<file path="config.mk">
export PLATFORM = sky130hd
export DESIGN_NAME = load_store_unit_flat
export DESIGN_NICKNAME = d
export VERILOG_FILES = /design/src/rtl/load_store_unit_if.sv /design/src/rtl/load_store_unit.sv /design/src/flat_wrapper.sv
export SDC_FILE = /design/constraint.sdc
export NUM_CORES = 1
export LEC_CHECK = 0
export ABC_AREA = 1
export BUFFER_PORTS_ARGS = -buffer_cell sky130_fd_sc_hd__buf_2
export CAP_MARGIN = 20
export CORE_MARGIN = 4
export CORE_UTILIZATION = 49
export CTS_CLUSTER_SIZE = 40
export DETAILED_ROUTE_END_ITERATION = 7
export HOLD_SLACK_MARGIN = 0.08
export PLACE_DENSITY = 0.75
export SLEW_MARGIN = 20
export SYNTH_ARGS = -nofsm -noshare
export SYNTH_HDL_FRONTEND = slang
export SYNTH_SLANG_ARGS = --single-unit
</file>
<file path="constraint.sdc">
create_clock -name clk -period 1.8 [get_ports clk]
set_input_delay 0.18 -clock clk [delete_from_list [all_inputs] [get_ports clk]]
set_output_delay 0.18 -clock clk [all_outputs]
set_load 0.02 [all_outputs]
</file>
<file path="src/rtl/load_store_unit_if.sv">
// Request/response bus between the execute stage and the load/store unit.
//   master : execute/writeback side (drives requests, accepts responses)
//   slave  : load/store unit
//   req_*  : one load/store request per valid/ready handshake
//   rsp_*  : load result with echoed destination tag, valid/ready handshake
//   misalign_err : one-cycle pulse for a word op at an odd byte address
interface load_store_unit_if #(
  parameter int unsigned ADDR_W = 8
);
  logic              req_valid;
  logic              req_ready;
  logic [1:0]        req_op;
  logic              req_sext;
  logic [ADDR_W:0]   req_addr;
  logic [15:0]       req_wdata;
  logic [2:0]        req_dst;
  logic              rsp_valid;
  logic              rsp_ready;
  logic [15:0]       rsp_data;
  logic [2:0]        rsp_dst;
  logic              misalign_err;

  modport master (
    output req_valid, req_op, req_sext, req_addr, req_wdata, req_dst, rsp_ready,
    input  req_ready, rsp_valid, rsp_data, rsp_dst, misalign_err
  );

  modport slave (
    input  req_valid, req_op, req_sext, req_addr, req_wdata, req_dst, rsp_ready,
    output req_ready, rsp_valid, rsp_data, rsp_dst, misalign_err
  );
endinterface

</file>
<file path="src/rtl/load_store_unit.sv">
// Load/store unit between the execute stage and a data memory with registered
// read/write ports. Word and byte accesses; byte stores are read-modify-write,
// byte loads are zero- or sign-extended.
// Ports:
//   clk, rst_n          clock, asynchronous active-low reset
//   lsu                 request/response bus (slave side)
//   mem_wr/address_wr/din   memory write port (registered)
//   mem_rd/address_rd       memory read port (registered)
//   mem_dout            memory read data, valid the cycle after mem_rd is sampled
module load_store_unit #(
  parameter int unsigned ADDR_W = 8
) (
  input  logic              clk,
  input  logic              rst_n,
  load_store_unit_if.slave  lsu,
  output logic              mem_wr,
  output logic [ADDR_W-1:0] mem_address_wr,
  output logic [15:0]       mem_din,
  output logic              mem_rd,
  output logic [ADDR_W-1:0] mem_address_rd,
  input  logic [15:0]       mem_dout
);

  localparam int unsigned DATA_W = 16;
  localparam int unsigned BYTE_W = 8;
  localparam int unsigned DST_W  = 3;

  localparam logic [1:0] OP_LW = 2'b00;
  localparam logic [1:0] OP_SW = 2'b01;
  localparam logic [1:0] OP_LB = 2'b10;
  localparam logic [1:0] OP_SB = 2'b11;

  typedef enum logic [2:0] {
    S_IDLE,
    S_LD_WAIT,
    S_LD_DATA,
    S_RMW_WAIT,
    S_RMW_DATA,
    S_RSP
  } state_t;

  state_t              state;
  logic                byte_q;
  logic                sext_q;
  logic                sel_q;
  logic [BYTE_W-1:0]   wbyte_q;
  logic [DST_W-1:0]    dst_q;

  logic                accept;
  logic                misalign;
  logic [ADDR_W-1:0]   word_addr;
  logic [BYTE_W-1:0]   ld_byte;
  logic [DATA_W-1:0]   ld_result;
  logic [DATA_W-1:0]   rmw_word;

  // Request decode
  assign accept    = lsu.req_valid & lsu.req_ready;
  assign word_addr = lsu.req_addr[ADDR_W:1];
  assign misalign  = ~lsu.req_op[1] & lsu.req_addr[0];

  // Load result formatting from the memory read data
  assign ld_byte   = sel_q ? mem_dout[15:8] : mem_dout[7:0];
  assign ld_result = byte_q ? {{BYTE_W{sext_q & ld_byte[BYTE_W-1]}}, ld_byte} : mem_dout;

  // Byte-store merge: replace the selected byte of the fetched word
  assign rmw_word  = sel_q ? {wbyte_q, mem_dout[7:0]} : {mem_dout[15:8], wbyte_q};

  // Control FSM with registered outputs; strobes default low every cycle
  always_ff @(posedge clk or negedge rst_n) begin
    if (!rst_n) begin
      state            <= S_IDLE;
      byte_q           <= 1'b0;
      sext_q           <= 1'b0;
      sel_q            <= 1'b0;
      wbyte_q          <= '0;
      dst_q            <= '0;
      lsu.req_ready    <= 1'b0;
      lsu.rsp_valid    <= 1'b0;
      lsu.rsp_data     <= '0;
      lsu.rsp_dst      <= '0;
      lsu.misalign_err <= 1'b0;
      mem_wr           <= 1'b0;
      mem_address_wr   <= '0;
      mem_din          <= '0;
      mem_rd           <= 1'b0;
      mem_address_rd   <= '0;
    end else begin
      mem_wr           <= 1'b0;
      mem_rd           <= 1'b0;
      lsu.misalign_err <= 1'b0;
      case (state)
        S_IDLE: begin
          lsu.req_ready <= 1'b1;
          if (accept) begin
            byte_q  <= lsu.req_op[1];
            sext_q  <= lsu.req_sext;
            sel_q   <= lsu.req_addr[0];
            wbyte_q <= lsu.req_wdata[BYTE_W-1:0];
            dst_q   <= lsu.req_dst;
            if (misalign) begin
              lsu.misalign_err <= 1'b1;
            end else begin
              case (lsu.req_op)
                OP_LW, OP_LB: begin
                  mem_rd         <= 1'b1;
                  mem_address_rd <= word_addr;
                  lsu.req_ready  <= 1'b0;
                  state          <= S_LD_WAIT;
                end
                OP_SW: begin
                  mem_wr         <= 1'b1;
                  mem_address_wr <= word_addr;
                  mem_din        <= lsu.req_wdata;
                end
                OP_SB: begin
                  mem_rd         <= 1'b1;
                  mem_address_rd <= word_addr;
                  // Write address is parked now; mem_wr stays low until the merge
                  mem_address_wr <= word_addr;
                  lsu.req_ready  <= 1'b0;
                  state          <= S_RMW_WAIT;
                end
              endcase
            end
          end
        end
        S_LD_WAIT: begin
          state <= S_LD_DATA;
        end
        S_LD_DATA: begin
          lsu.rsp_data  <= ld_result;
          lsu.rsp_dst   <= dst_q;
          lsu.rsp_valid <= 1'b1;
          state         <= S_RSP;
        end
        S_RSP: begin
          if (lsu.rsp_ready) begin
            lsu.rsp_valid <= 1'b0;
            lsu.req_ready <= 1'b1;
            state         <= S_IDLE;
          end
        end
        S_RMW_WAIT: begin
          state <= S_RMW_DATA;
        end
        S_RMW_DATA: begin
          mem_din       <= rmw_word;
          mem_wr        <= 1'b1;
          lsu.req_ready <= 1'b1;
          state         <= S_IDLE;
        end
        default: begin
          lsu.req_ready <= 1'b1;
          state         <= S_IDLE;
        end
      endcase
    end
  end

endmodule

</file>
<file path="src/flat_wrapper.sv">
// flat-port wrapper written by rule: the top's interface ports become plain ports
module load_store_unit_flat 
#(
  parameter int unsigned ADDR_W = 8
)
  (clk, rst_n, mem_wr, mem_address_wr, mem_din, mem_rd, mem_address_rd, mem_dout, lsu_req_valid, lsu_req_op, lsu_req_sext, lsu_req_addr, lsu_req_wdata, lsu_req_dst, lsu_rsp_ready, lsu_req_ready, lsu_rsp_valid, lsu_rsp_data, lsu_rsp_dst, lsu_misalign_err);
  load_store_unit_if #(.ADDR_W(ADDR_W)) lsu_i ();
  input  logic clk;
  input  logic rst_n;
  output logic mem_wr;
  output logic [ADDR_W-1:0] mem_address_wr;
  output logic [15:0] mem_din;
  output logic mem_rd;
  output logic [ADDR_W-1:0] mem_address_rd;
  input  logic [15:0] mem_dout;
  input wire logic [$bits(lsu_i.req_valid)-1:0] lsu_req_valid;
  input wire logic [$bits(lsu_i.req_op)-1:0] lsu_req_op;
  input wire logic [$bits(lsu_i.req_sext)-1:0] lsu_req_sext;
  input wire logic [$bits(lsu_i.req_addr)-1:0] lsu_req_addr;
  input wire logic [$bits(lsu_i.req_wdata)-1:0] lsu_req_wdata;
  input wire logic [$bits(lsu_i.req_dst)-1:0] lsu_req_dst;
  input wire logic [$bits(lsu_i.rsp_ready)-1:0] lsu_rsp_ready;
  output wire logic [$bits(lsu_i.req_ready)-1:0] lsu_req_ready;
  output wire logic [$bits(lsu_i.rsp_valid)-1:0] lsu_rsp_valid;
  output wire logic [$bits(lsu_i.rsp_data)-1:0] lsu_rsp_data;
  output wire logic [$bits(lsu_i.rsp_dst)-1:0] lsu_rsp_dst;
  output wire logic [$bits(lsu_i.misalign_err)-1:0] lsu_misalign_err;
  assign lsu_i.req_valid = lsu_req_valid;
  assign lsu_i.req_op = lsu_req_op;
  assign lsu_i.req_sext = lsu_req_sext;
  assign lsu_i.req_addr = lsu_req_addr;
  assign lsu_i.req_wdata = lsu_req_wdata;
  assign lsu_i.req_dst = lsu_req_dst;
  assign lsu_i.rsp_ready = lsu_rsp_ready;
  assign lsu_req_ready = lsu_i.req_ready;
  assign lsu_rsp_valid = lsu_i.rsp_valid;
  assign lsu_rsp_data = lsu_i.rsp_data;
  assign lsu_rsp_dst = lsu_i.rsp_dst;
  assign lsu_misalign_err = lsu_i.misalign_err;
  load_store_unit #(.ADDR_W(ADDR_W)) u_core (.clk(clk), .rst_n(rst_n), .lsu(lsu_i), .mem_wr(mem_wr), .mem_address_wr(mem_address_wr), .mem_din(mem_din), .mem_rd(mem_rd), .mem_address_rd(mem_address_rd), .mem_dout(mem_dout));
endmodule
</file>
==> summary.md, run 1 <==
| Metric | Value |
|---|---|
| Clk sinks | 73 |
| WS Path Type | flop to flop |
| Core area | 6760 sq um |
| Inst Count DP | 618 |
| Worst Skew | 0.00781 ns |
| Synthesis Warnings | 0 |
| Die Ht | 91.4 microns |
| Area after DPL | 4020 sq um |
| Crit-path most repeated cell | nand2_1 |
| Post-layout minimum cycle time | 1.64 ns |
| Syn nets | 489 |
| Worst vdd ir | 0.000862 V |
| Pin count of the biggest net entering global routing | 46 |
| Period utilization | 90.9% |
| Worst skew pair latency | 0.34 ns |
| Top Family by Delay on Critical Path | simple AND/OR/NAND/NOR gates |
| Critical Path Fanout Max | 11 |
| Vias in the first global route | 3426 |
| Fraction of layout cells with a size suffix above 1 | 25.7% |
| Fin nets | 621 |
| Max cap viols | 0 |
| IO buf count | 106 |
| Final Non-Filler Cells | 655 |
| Status | finished clean |
| Initial antenna violation count | 0 |
| Die ar. | 8350 sq um |
| Row count | 30 |
| Via density | 5.25 |
| Initial Util | 50.4% |
| Total iterations of the first detailed-routing run | 5 |
| Synth Area in Adders | 0% |
| F_max | 0.611 GHz |
| Arr. time, crit path | 1.87 ns |
| First-pass GRT wire length | 16000 microns |
| Slew @ Worst Pin | 0.566 ns |
| Routed WL per cell | 14.5 microns |
| Most common cell after layout, fill and taps aside | nand2_1 |
| DRC Markers | 0 |
| RSZ-0062 raised after global routing | false |
| Syn Inst Count | 438 |
| CTS clk-pin slew, worst paths | 0.08 ns |
| Slew headroom | 62.3% |
| Setup violators final | 0 |
| TritonCTS clock tree | yes |
| WP buf/inv | 0 |
| Sum Neg Setup Slack | 0 ns |
| Max-slew violations | 0 |
| Worst setup margin | 0.163 ns |
| Drt total wl | 9480 microns |
| Antenna Violating Nets Remaining | 0 |
| Pwr Total | 8.42 mW |
| Synth Area in Compound Gates | 6.28% |
| Width of the die | 91.4 microns |
| Most frequent cells in the layout | nand2_1 (237), buf_2 (105), dfrtp_1 (73) |
| Max H-tree Level | 3 |
| Register area share after synthesis | 53.7% |
| DPL Wire Length | 6740 microns |
| Slowest cell on crit path | dfrtp_1 |
| Cell area after synthesis | 3400 sq um |
| GPL Wtd Cong | 0.913 |
| Worst setup EP type | flop |
| Multiplexer area fraction after synthesis | 0% |
| Syn avg cell area | 7.77 sq um |
| Pwr per Cell Area | 1870 nW/um^2 |
| Area Overhead vs Synth | 32.1% |
| Crit-path cells | nor2_2, nand2_4, nor2_4, nand3_2, nand2_1, nand2_1 |
| Post-CTS Setup Bufs | 0 |
| Max clock buf depth | 2 |
| Critical Path RT | 2.03 ns |
| # IOs | 107 |
| Slowest cell delay on critical path | 0.45 ns |
| Seq cells post-synth | 73 |
| Via count | 3438 |
| Total GRT Usage | 23.7% |
| Leakage power | 2.51 nW |
| Simple-gate area share of the yosys netlist | 36.2% |
| Root Buffer Master | clkbuf_8 |
| Post-Synth XOR/XNOR Area | 0% |
| Worst hold-check path type | primary input to flop |
| Fin area | 4500 sq um |
| Largest family of logic cells by synthesized area | simple AND/OR/NAND/NOR gates |
| Drt first-iter violations | 213 |
| Final hold vios | 0 |
| N_diodes | 0 |
| Pre-CTS WS | 0.204 ns |
| CP startpoint kind | flop |
| Overflow after GRT | 0 |
| Cts bufs inserted | 9 |
| Synth unique cells | 22 |
Yosys cell counts:
cell type	n	area (sq um)
clkinv_1	2	7.51
nand2_1	237	890
a21oi_4	1	16.3
inv_2	5	18.8
clkbuf_1	4	15.0
nand4_1	2	12.5
buf_2	8	40.0
buf_4	2	15.0
dfrtp_1	73	1830
o211ai_1	1	7.51
nand3_2	2	20.0
o21ai_0	5	25.0
buf_6	1	11.3
a21oi_1	33	165
nand2_2	1	6.26
nor3_4	2	32.5
nor2_4	2	22.5
nor2_2	1	6.26
inv_1	6	22.5
nor2_1	20	75.1
nand3_1	27	135
nand2_4	3	33.8
worst register-to-register path, delay by kind of cell (launching register included):
| family | cells | cell delay [ns] |
|---|---|---|
| AND/OR/NAND/NOR | 6 | 1.07 |
| flip-flops | 1 | 0.45 |
logic make-up (layout without fill, tap and decap cells):
group                  count (synthesis)  count (layout)
AOI/OAI and AO/OA                     40              40
buffers and inverters                 28             165
and+or+nand+nor                      297             297
DFF                                   73              73
final timing paths:
kind | start | to | slack [ns] | depth (start not counted)
setup / recovery | u_core.state[0] | u_core.mem_address_rd[7] | 0.16 | 6
hold / removal | lsu_req_addr[0] | u_core.lsu.misalign_err | 0.09 | 3
setup reg to reg | u_core.state[0] | u_core.mem_address_rd[7] | 0.16 | 6
hold reg to reg | u_core.sext_q | u_core.sext_q | 0.48 | 2
max in group asynchronous | rst_n | u_core.mem_din[15] | 0.78 | 3
min in group asynchronous | rst_n | u_core.lsu.rsp_data[11] | 0.36 | 2
layer usage:
metal / vias up / GRT usage, % / wire length (microns)
li1: 1637 / - / -
met1: 1613 / 30.3 / 3900
met2: 163 / 38.9 / 4610
met3: 25 / 4.72 / 733
met4: 0 / 10.8 / 238
met5: - / 0 / 0
layout make-up:
class                      instances  area [sq um]
timing repair buffer             136           811
sequential                        73          1830
clock inverter                     4          97.6
clock buffer                      12           165
inverter                          13          48.8
fill                             592          2260
tap                               80           100
multi-input combinational        337          1450
stage by stage:
step | hold slack (ns) | util, %
after floorplan | -0.116 | -
after global placement | 0.203 | 59.6
after CTS | 0.0846 | 66.6
after detailed placement | 0.209 | 59.6
final | 0.0926 | 66.6
after global routing | 0.109 | 66.6
registers in the layout (all words and copies together), names as in the netlist, 3 cells and up:
| register | count |
|---|---|
| u_core.lsu.rsp_dst | 3 |
| u_core.state | 3 |
| u_core.wbyte_q | 8 |
| u_core.dst_q | 3 |
| u_core.mem_address_rd | 8 |
| u_core.mem_din | 16 |
| u_core.lsu.rsp_data | 16 |
| u_core.mem_address_wr | 8 |
what timing repair did:
action / 4_1_cts / 5_1_grt
setup endpoints to repair: 0 / 0
endpoints found under the hold margin: 71 / 0
resized for setup: 0 / 0
hold buffers: 21 / 0
power breakdown:
| part | leakage, nW | switching (mW) | internal [mW] | total [mW] |
|---|---|---|---|---|
| clock network | 0.129 | 0.610 | 1.03 | 1.65 |
| logic | 1.49 | 2.62 | 1.26 | 3.88 |
| registers | 0.890 | 0.477 | 2.41 | 2.89 |
| total | 2.51 | 3.71 | 4.71 | 8.42 |
Note: power is estimated with default switching activity, not from simulation.
==> run 2: changes to the inputs <==
--- a/config.mk
+++ b/config.mk
@@ -8,12 +8,13 @@
 export ABC_AREA = 1
 export BUFFER_PORTS_ARGS = -buffer_cell sky130_fd_sc_hd__buf_2
 export CAP_MARGIN = 20
+export CORE_ASPECT_RATIO = 0.5
 export CORE_MARGIN = 4
 export CORE_UTILIZATION = 49
 export CTS_CLUSTER_SIZE = 40
 export DETAILED_ROUTE_END_ITERATION = 7
 export HOLD_SLACK_MARGIN = 0.08
-export PLACE_DENSITY = 0.75
+export PLACE_DENSITY = 0.78
 export SLEW_MARGIN = 20
 export SYNTH_ARGS = -nofsm -noshare
 export SYNTH_HDL_FRONTEND = slang
==> run 2 against run 1 <==
Clock skew grew 0.00094 ns. Critical endpoint is now u_core.mem_din[3]. Die area grew 0.97%. Sequential power is essentially flat. Sequential share of layout area is essentially flat. Largest power group unchanged. Critical path type is now primary input to flop. Largest cell class unchanged.
==> summary.md, run 2 (synthesis results as in run 1) <==
| Metric | Value |
|---|---|
| Status | finished clean |
| Register-to-register setup slack | 0.26 ns |
| Row count | 21 |
| Antenna Violating Nets Remaining | 0 |
| Pwr per Cell Area | 1890 nW/um^2 |
| GRT busiest layer | met2 |
| Most frequent cells in the layout | nand2_1 (237), buf_2 (105), dfrtp_1 (73) |
| Launch point of the worst path | lsu_req_op[1] |
| Critical Path Fanout Max | 19 |
| Worst skew pair latency | 0.34 ns |
| Worst hold-check path type | primary input to flop |
| Hold buffer count at cts | 16 |
| Total iterations of the first detailed-routing run | 5 |
| Post-CTS Setup Bufs | 0 |
| Max clock buf depth | 2 |
| Global routing usage on met2 | 37.5% |
| Initial Util | 50.8% |
| Slew headroom | 65.6% |
| Drt total wl | 9020 microns |
| Critical Path RT | 2.02 ns |
| Fraction of layout cells with a size suffix above 1 | 25.4% |
| Arr. time, crit path | 1.76 ns |
| Worst Skew | 0.00876 ns |
| GR Layer Usage met3 | 7.37% |
| Width of the die | 126 microns |
| WS Path Type | primary input to flop |
| TritonCTS clock tree | yes |
| Period utilization | 85.7% |
| Most common cell after layout, fill and taps aside | nand2_1 |
| DPL Wire Length | 6370 microns |
| Via density | 5.07 |
| Final Non-Filler Cells | 659 |
| First-pass GRT wire length | 15200 microns |
| GPL Wtd Cong | 0.800 |
| Final hold vios | 0 |
| Initial antenna violation count | 0 |
| Max H-tree Level | 3 |
| Max cap viols | 0 |
| Via count | 3343 |
| Post-layout minimum cycle time | 1.54 ns |
| Post-layout util | 67.1% |
| Met1 usage | 30.2% |
| Worst vdd ir | 0.00103 V |
| Area after DPL | 4020 sq um |
| Hold_sp | lsu_req_wdata[2] |
| Inst Count DP | 626 |
| Setup violators final | 0 |
| Vias in the first global route | 3197 |
| Pre-CTS WS | 0.276 ns |
| Slew @ Worst Pin | 0.515 ns |
| Routed WL per cell | 13.7 microns |
| Overflow after GRT | 0 |
| Die ar. | 8430 sq um |
| F_max | 0.648 GHz |
| CTS clk-pin slew, worst paths | 0.06 ns |
| Clk sinks | 73 |
| Post_cts resized | 0 |
| Worst hold slack | 0.0817 ns |
| Pin count of the biggest net entering global routing | 38 |
| Worst setup EP type | flop |
| Sum Neg Setup Slack | 0 ns |
| N_diodes | 0 |
| Area Overhead vs Synth | 32.0% |
| Root Buffer Master | clkbuf_16 |
| Leakage power | 2.49 nW |
| # IOs | 107 |
| R2R Path Start | u_core.state[0] |
| Cts bufs inserted | 9 |
| Largest regs | u_core.lsu.rsp_data (16), u_core.mem_din (16) |
| Pwr Total | 8.52 mW |
| Fin nets | 613 |
| CP startpoint kind | primary input |
| Die Ht | 66.9 microns |
| Fin area | 4490 sq um |
| Max-slew violations | 0 |
| IO buf count | 106 |
| Drt first-iter violations | 254 |
| Total GRT Usage | 22.7% |
| DRC Markers | 0 |
| Worst setup margin | 0.258 ns |
| Core area | 6700 sq um |
| RSZ-0062 raised after global routing | false |
-- run 2: final cells by class --
class                   instances  area, sq um
fillers                       581         2210
flip-flops and latches         73         1830
multi-input cells             337         1450
repair buffers                128          753
clock buffers                   9          225
well taps                      92          115
clock inverters                 7         77.6
inverters                      13         48.8
-- run 2: worst paths after layout --
check                                                 to  cells after the start
min in group asynchronous       u_core.mem_address_wr[6]                      2
max in group asynchronous        u_core.lsu.rsp_data[14]                      3
worst max-delay path                   u_core.mem_din[3]                      9
worst max register to register  u_core.mem_address_rd[5]                      6
worst min-delay path                   u_core.wbyte_q[2]                      3
worst min register to register         u_core.mem_din[1]                      2
-- run 2: power by group --
| group | internal (mW) | switching [mW] | total [mW] |
|---|---|---|---|
| clock | 1.08 | 0.722 | 1.81 |
| combinational | 1.22 | 2.60 | 3.82 |
| sequential | 2.41 | 0.475 | 2.89 |
| total | 4.72 | 3.80 | 8.52 |
-- run 2: critical path, cell delays in order --
cell and delay, ns:
dlygate4sd3_1 0.54, buf_2 0.15, inv_2 0.04, nand2_1 0.14
nand2_2 0.14, nand2_4 0.22, nand2_4 0.18, nand2_1 0.10
nand2_1 0.06
-- run 2: metal layers --
metal	vias to the layer above	share of wire, %
met3	9	7.4
met5	-	0
met1	1584	45
met2	122	46
met4	0	0.63
li1	1628	-
